File: src/rtl/binary_matrix_pkg.sv
// Shared definitions for the binary (GF(2)) matrix datapath.
// gf2_dot works at the maximum supported width; callers zero-extend narrower operands.
package binary_matrix_pkg;

    localparam int MAX_N = 16;

    function automatic logic gf2_dot(
        input logic [MAX_N-1:0] row,
        input logic [MAX_N-1:0] vec
    );
        return ^(row & vec);
    endfunction

endpackage

File: src/rtl/gf2_row_dot.sv
// One output bit of u = A * v over GF(2): AND the row with the vector, then XOR-reduce.
module gf2_row_dot
    import binary_matrix_pkg::*;
#(
    parameter int N = 3
) (
    input  logic [N-1:0] i_row,
    input  logic [N-1:0] i_vec,
    output logic         o_bit
);

    logic [MAX_N-1:0] w_row_ext;
    logic [MAX_N-1:0] w_vec_ext;

    // Zero padding above bit N-1 leaves the mod-2 sum unchanged.
    always_comb begin
        w_row_ext = {MAX_N{1'b0}};
        w_vec_ext = {MAX_N{1'b0}};
        w_row_ext[N-1:0] = i_row;
        w_vec_ext[N-1:0] = i_vec;
        o_bit = gf2_dot(w_row_ext, w_vec_ext);
    end

endmodule

File: src/rtl/binary_matrix_vec_mul.sv
// GF(2) matrix-vector multiply u = A * v with one-cycle registered result.
// A is column-major flat: element (row i, column j) sits at A[j*N + i].
module binary_matrix_vec_mul
    import binary_matrix_pkg::*;
#(
    parameter int N = 3
) (
    input  logic           clk,
    input  logic           rst,
    input  logic           in_valid,
    input  logic [N*N-1:0] A,
    input  logic [N-1:0]   v,
    output logic [N-1:0]   u,
    output logic           out_valid
);

    logic [N-1:0] w_u_next;
    logic [N-1:0] r_u;
    logic         r_out_valid;

    for (genvar gi = 0; gi < N; gi++) begin : g_row
        logic [N-1:0] w_row;

        for (genvar gj = 0; gj < N; gj++) begin : g_col
            assign w_row[gj] = A[gj*N + gi];
        end

        gf2_row_dot #(.N(N)) u_row_dot (
            .i_row (w_row),
            .i_vec (v),
            .o_bit (w_u_next[gi])
        );
    end

    // Result register: captures on in_valid, holds otherwise; out_valid pulses per result.
    always_ff @(posedge clk or posedge rst) begin
        if (rst) begin
            r_u         <= {N{1'b0}};
            r_out_valid <= 1'b0;
        end else begin
            if (in_valid) begin
                r_u <= w_u_next;
            end else begin
                r_u <= r_u;
            end
            r_out_valid <= in_valid;
        end
    end

    assign u         = r_u;
    assign out_valid = r_out_valid;

endmodule

File: config.mk
export PLATFORM = sky130hd
export DESIGN_NAME = binary_matrix_vec_mul
export DESIGN_NICKNAME = d
export VERILOG_FILES = /design/src/rtl/binary_matrix_pkg.sv /design/src/rtl/gf2_row_dot.sv /design/src/rtl/binary_matrix_vec_mul.sv
export SDC_FILE = /design/constraint.sdc
export NUM_CORES = 1
export LEC_CHECK = 0
export CAP_MARGIN = 30
export CORE_AREA = 2 2 39 41
export DETAILED_ROUTE_END_ITERATION = 10
export DIE_AREA = 0 0 41 43
export SLEW_MARGIN = 10
export SYNTH_ARGS = -nofsm -noshare
export SYNTH_HDL_FRONTEND = slang
export SYNTH_SLANG_ARGS = --single-unit
File: constraint.sdc
create_clock -name clk -period 1 [get_ports clk]
set_input_delay 0.2 -clock clk [delete_from_list [all_inputs] [get_ports clk]]
set_output_delay 0.2 -clock clk [all_outputs]
set_load 0.1 [all_outputs]
==> impl_metrics.tcl, run 1 <==
set metrics [dict create \
    status "complete, but fails checks" \
    failed_checks "negative setup slack" \
    irDropWorstVdd_mv 0.836 \
    netlist_area_um2 239 \
    crit_family "flip-flops" \
    avgSynthCellArea_um2 11.9 \
    gp_congestion 0.638 \
    setup_violations 3 \
    synthXorXnorAreaFrac 0.283 \
    dp.cells 54 \
    layout_min_cycle_time_ns 1.08 \
    start_util 0.173 \
    cts_max_level 1 \
    pin_count 19 \
    antenna_found_initial 0 \
    slew_headroom 0.844 \
    total_power_mw 0.863 \
    synthSimpleGateAreaFrac 0.141 \
    hpwl_um 436 \
    timing.fmax_mhz 923 \
    synth_compound_area_frac 0 \
    fin_util 0.363 \
    synthMuxAreaShare 0.141 \
    hold_buffers 0 \
    reg2reg_setup_slack_ns 0.13 \
    grt_usage 0.0768 \
    diodes 0 \
    dieArea_mm2 0.00176 \
    grt_pass1_vias 221 \
    setup_ws_ns -0.0830 \
    synth.distinct_cells 5 \
    grt_pass1_wl_um 841 \
    synthAdderAreaFrac 0 \
    die_y_um 43 \
    clock_skew_ns 0 \
    cp_cell_sequence "buf_12" \
    critPathBufInv 1 \
    synth_top_family_by_area "XOR/XNOR gates" \
    max-cap-violations 0 \
    slowest_delay_ns 0.48 \
    clock_sinks 4 \
    powerDensity_mw_per_mm2 1720 \
    drive_above_1_share 0.439 \
    critPathLaunchType "register" \
    tritoncts "yes" \
    cts_buffer_depth 2 \
    vias 214 \
    power_leakage_nw 0.266 \
    criticalPathCategory "reg2out" \
    arrival_ns 0.88 \
    area_growth_pct 110 \
    required_ns 0.80 \
    synth_nets 35 \
    netlist_instances 20 \
    cts_made_buffers 3 \
    synth.yosys.seq_area_share 0.419 \
    final_common_cell "nand2_1" \
    dp_slack_ns -0.537 \
    min_path_type "in2async" \
    clk-insertion-delay-late_ns 0.23 \
    clockRootBuffer "clkbuf_4" \
    drt_iter0_markers 3 \
    std_cell_rows 14 \
    rsz0062_at_grt "yes" \
    avgViaCountPerCell 3.75 \
    fillerInstances 145 \
    critPathCaptureType "output port" \
    nets 58 \
    io_buffers 18 \
    worst_pin_slew_ns 0.233 \
    critPathSlowestCell "dfrtp_4" \
    final_cell_mix "nand2_1 (8), dlygate4sd2_1 (7), buf_12 (4)" \
    core_area_mm2 0.00138 \
    drtPass1Iterations 3 \
    hold_slack_ns 0.144 \
    yosysWarnings 0 \
    cp_max_fo 2 \
    die_w_um 41 \
    instances_no_fill 57 \
    grt.overflow.total 0 \
    drv_slew 0 \
    hold_viol_final 0 \
    synth_seq_cells 4 \
    grt_max_degree 5 \
    ant_nets 0 \
    routed_wirelength_um 564 \
    clkTransAtPathRegs_ns 0.03 \
    drc 0 \
    period_share 1.08 \
    routedWlPerCell_um 9.89 \
]
==> power by group <==
group | internal [mW] | switching [mW]
Sequential | 0.202 | 0.0274
Combinational | 0.196 | 0.245
Clock | 0.134 | 0.0589
Total | 0.531 | 0.332
==> state kept, by name (all words and copies together), names as in the netlist <==
name,flops
u,3
out_valid,1
==> metal layers <==
layer  up-vias  part of all wire  global-route usage  routed length [um]
met5         -                 0                   0                   0
met4         0                 0              0.0800                   0
met3         0              0.18              0.0419                 100
met2        14              0.45              0.0906                 255
met1        92              0.37              0.0885                 208
li1        108                 -                   -                   -
==> through the flow <==
stage          setup TNS [ns]  cell area (um^2)
6_report               -0.175               502
5_1_grt                -0.277               502
4_1_cts                -0.227               507
3_5_place_dp            -1.58               489
3_3_place_gp            -1.50               489
2_1_floorplan         -0.0775               249
==> cells in the mapped netlist, drive strengths merged <==
cell   n  share of area
mux2   3           0.14
inv    1          0.016
xnor3  3           0.28
dfrtp  4           0.42
nand2  9           0.14
==> area by class of cell <==
cell class	instances	area, um^2	area share
flip-flops and latches	4	110	0.219
well taps	16	20.0	0.0399
repair buffers	18	196	0.392
multi-input cells	15	149	0.297
inverters	1	3.75	0.00748
clock buffers	3	22.5	0.0449
==> final timing paths <==
kind                           from   endpoint  depth (start not counted)
setup / recovery               u[2]       u[2]                          1
setup reg to reg               u[2]       u[2]                          1
max in group asynchronous       rst       u[1]                          2
hold reg to reg                u[0]       u[0]                          1
min in group clk           in_valid  out_valid                          1
hold / removal                  rst       u[2]                          2
==> repair_timing <==
item / 4_1_cts / 5_1_grt
setup endpoints to repair: 7 / 7
pin swaps: 10 / 4
buffers inserted: 0 / 0
resized for setup: 22 / 5
cloned: 0 / 0
==> cells by family after synthesis <==
kind of cell | Yosys count
flip-flops | 4
AND/OR/NAND/NOR | 9
XOR/XNOR | 3
buffers and inverters | 1
multiplexers | 3
No activity file was read; power rests on OpenSTA's default activity.
==> run 2, diff against run 1 <==
--- a/config.mk
+++ b/config.mk
@@ -7,6 +7,7 @@
 export LEC_CHECK = 0
 export CAP_MARGIN = 30
 export CORE_AREA = 2 2 39 41
+export CTS_CLUSTER_DIAMETER = 40
 export DETAILED_ROUTE_END_ITERATION = 10
 export DIE_AREA = 0 0 41 43
 export SLEW_MARGIN = 10
==> results of run 2 <==
Same layout as run 1: the final DEF is identical, and so are final timing and power.
==> run 3, diff against run 2 <==
--- a/config.mk
+++ b/config.mk
@@ -10,6 +10,7 @@
 export CTS_CLUSTER_DIAMETER = 40
 export DETAILED_ROUTE_END_ITERATION = 10
 export DIE_AREA = 0 0 41 43
+export SETUP_SLACK_MARGIN = 0.2
 export SLEW_MARGIN = 10
 export SYNTH_ARGS = -nofsm -noshare
 export SYNTH_HDL_FRONTEND = slang
==> run 3 against run 2 <==
Compared with the run above: the flow still finishes with violations (negative setup slack); routed wire length increased by 14%; die area did not move; count of clock-buffer cells in the layout unchanged; fmax is 1.3% lower; via count increased by 7.5%; sequential power up 3%; power grew 3.7%; hold slack worse by 0.0013 ns.
==> impl_metrics.tcl, run 3 (synthesis gave the netlist of run 1 again) <==
set metrics [dict create \
    gp_congestion 0.685 \
    hpwl_um 474 \
    core_area_mm2 0.00138 \
    io_buffers 18 \
    critPathLaunchType "register" \
    crit_family "flip-flops" \
    slew_headroom 0.851 \
    start_util 0.173 \
    grt_pass1_vias 229 \
    multi_input_area_um2 159 \
    cp_cell_sequence "buf_12" \
    avgViaCountPerCell 4.04 \
    slowest_delay_ns 0.48 \
    critPathBufInv 1 \
    period_share 1.10 \
    clockRootBuffer "clkbuf_4" \
    cts_buffer_depth 2 \
    clk-insertion-delay-late_ns 0.24 \
    layout_min_cycle_time_ns 1.10 \
    grt_pass1_wl_um 972 \
    fillerInstances 148 \
    grt.overflow.total 0 \
    pin_count 19 \
    powerDensity_mw_per_mm2 1770 \
    grt_usage 0.0922 \
    max-cap-violations 0 \
    nets 58 \
    instances_no_fill 57 \
    critPathSlowestCell "dfrtp_4" \
    arrival_ns 0.90 \
    cts_max_level 1 \
    status "complete, but fails checks" \
    failed_checks "negative setup slack" \
    routed_wirelength_um 644 \
    area_growth_pct 112 \
    clkTransAtPathRegs_ns 0.04 \
    routedWlPerCell_um 11.3 \
    die_w_um 41 \
    tritoncts "yes" \
    criticalPathCategory "reg2out" \
    drc 0 \
    drive_above_1_share 0.732 \
    timing.fmax_mhz 912 \
    worst_pin_slew_ns 0.223 \
    die_y_um 43 \
    grt_max_degree 5 \
    post-cts-setup-buffer-count 0 \
    drtPass1Iterations 1 \
    cp_max_fo 2 \
    diodes 0 \
    clock_sinks 4 \
    setup_violations 4 \
    clock_skew_ns 0 \
    required_ns 0.80 \
    setup_ws_ns -0.0968 \
    total_power_mw 0.895 \
    hold_buffers 0 \
    dieArea_mm2 0.00176 \
    cts_made_buffers 3 \
    largest_reg_flops 3 \
    vias 230 \
    dp.cells 54 \
    hold_viol_final 0 \
    irDropWorstVdd_mv 0.974 \
    ant_nets 0 \
    antenna_found_initial 0 \
    regArea_um2 115 \
    final_common_cell "nand2_2" \
    hold_slack_ns 0.143 \
    fin_util 0.365 \
    std_cell_rows 14 \
    rsz0062_at_grt "yes" \
    power_leakage_nw 0.267 \
    critPathCaptureType "output port" \
    min_path_type "in2async" \
    drv_slew 0 \
    drt_iter0_markers 0 \
]
[run 3: changes by cell type in the layout (fill, tap and decap cells not counted), moves of 3 or more]
cell / before / now
dlygate4sd2_1: 7 / 2
nand2_1: 8 / 4
nand2_2: 1 / 5
buf_2: 1 / 4
clkdlybuf4s15_1: 3 / 0
[run 3: per-stage QoR]
step / setup TNS (ns) / setup WS (ns) / instance area (um^2)
after floorplan: -0.0615 / -0.0205 / 254
after global placement: -1.49 / -0.515 / 494
after detailed placement: -1.50 / -0.519 / 494
after CTS: -0.422 / -0.107 / 499
after global routing: -0.433 / -0.119 / 505
final: -0.347 / -0.0968 / 505
[run 3: final timing paths]
kind / startpoint / to / slack [ns] / depth (start not counted)
min in group clk: in_valid / out_valid / 0.34 / 1
min reg2reg: u[2] / u[2] / 0.59 / 1
max in group asynchronous: rst / out_valid / 0.67 / 2
min: rst / u[2] / 0.14 / 2
max: u[0] / u[0] / -0.1 / 1
max reg2reg: u[0] / u[0] / 0.12 / 1
[run 3: final cells by class]
type                            instances  area share
Inverter                                1     0.00743
Timing Repair Buffer                   18       0.366
Sequential cell                         4       0.228
Multi-Input combinational cell         15       0.314
Clock buffer                            3      0.0446
Tap cell                               16      0.0396
[run 3: layer usage]
| layer | wire length, um | up-vias | global-route usage | share of wire |
|---|---|---|---|---|
| li1 | - | 107 | - | - |
| met4 | 7 | 0 | 0.100 | 0.011 |
| met2 | 235 | 19 | 0.0813 | 0.36 |
| met5 | 0 | - | 0 | 0 |
| met1 | 293 | 102 | 0.132 | 0.45 |
| met3 | 107 | 2 | 0.0524 | 0.17 |
[run 3: what timing repair did]
action                     in CTS  in global routing
gates resized for setup        39                 14
setup endpoints to repair       7                  7
hold endpoints to repair        0                  0
pin swaps                      11                  7
[run 3: where the power goes]
part           internal (mW)  switching [mW]
clock network          0.135          0.0735
registers              0.206          0.0286
logic                  0.200           0.251
total                  0.541           0.353
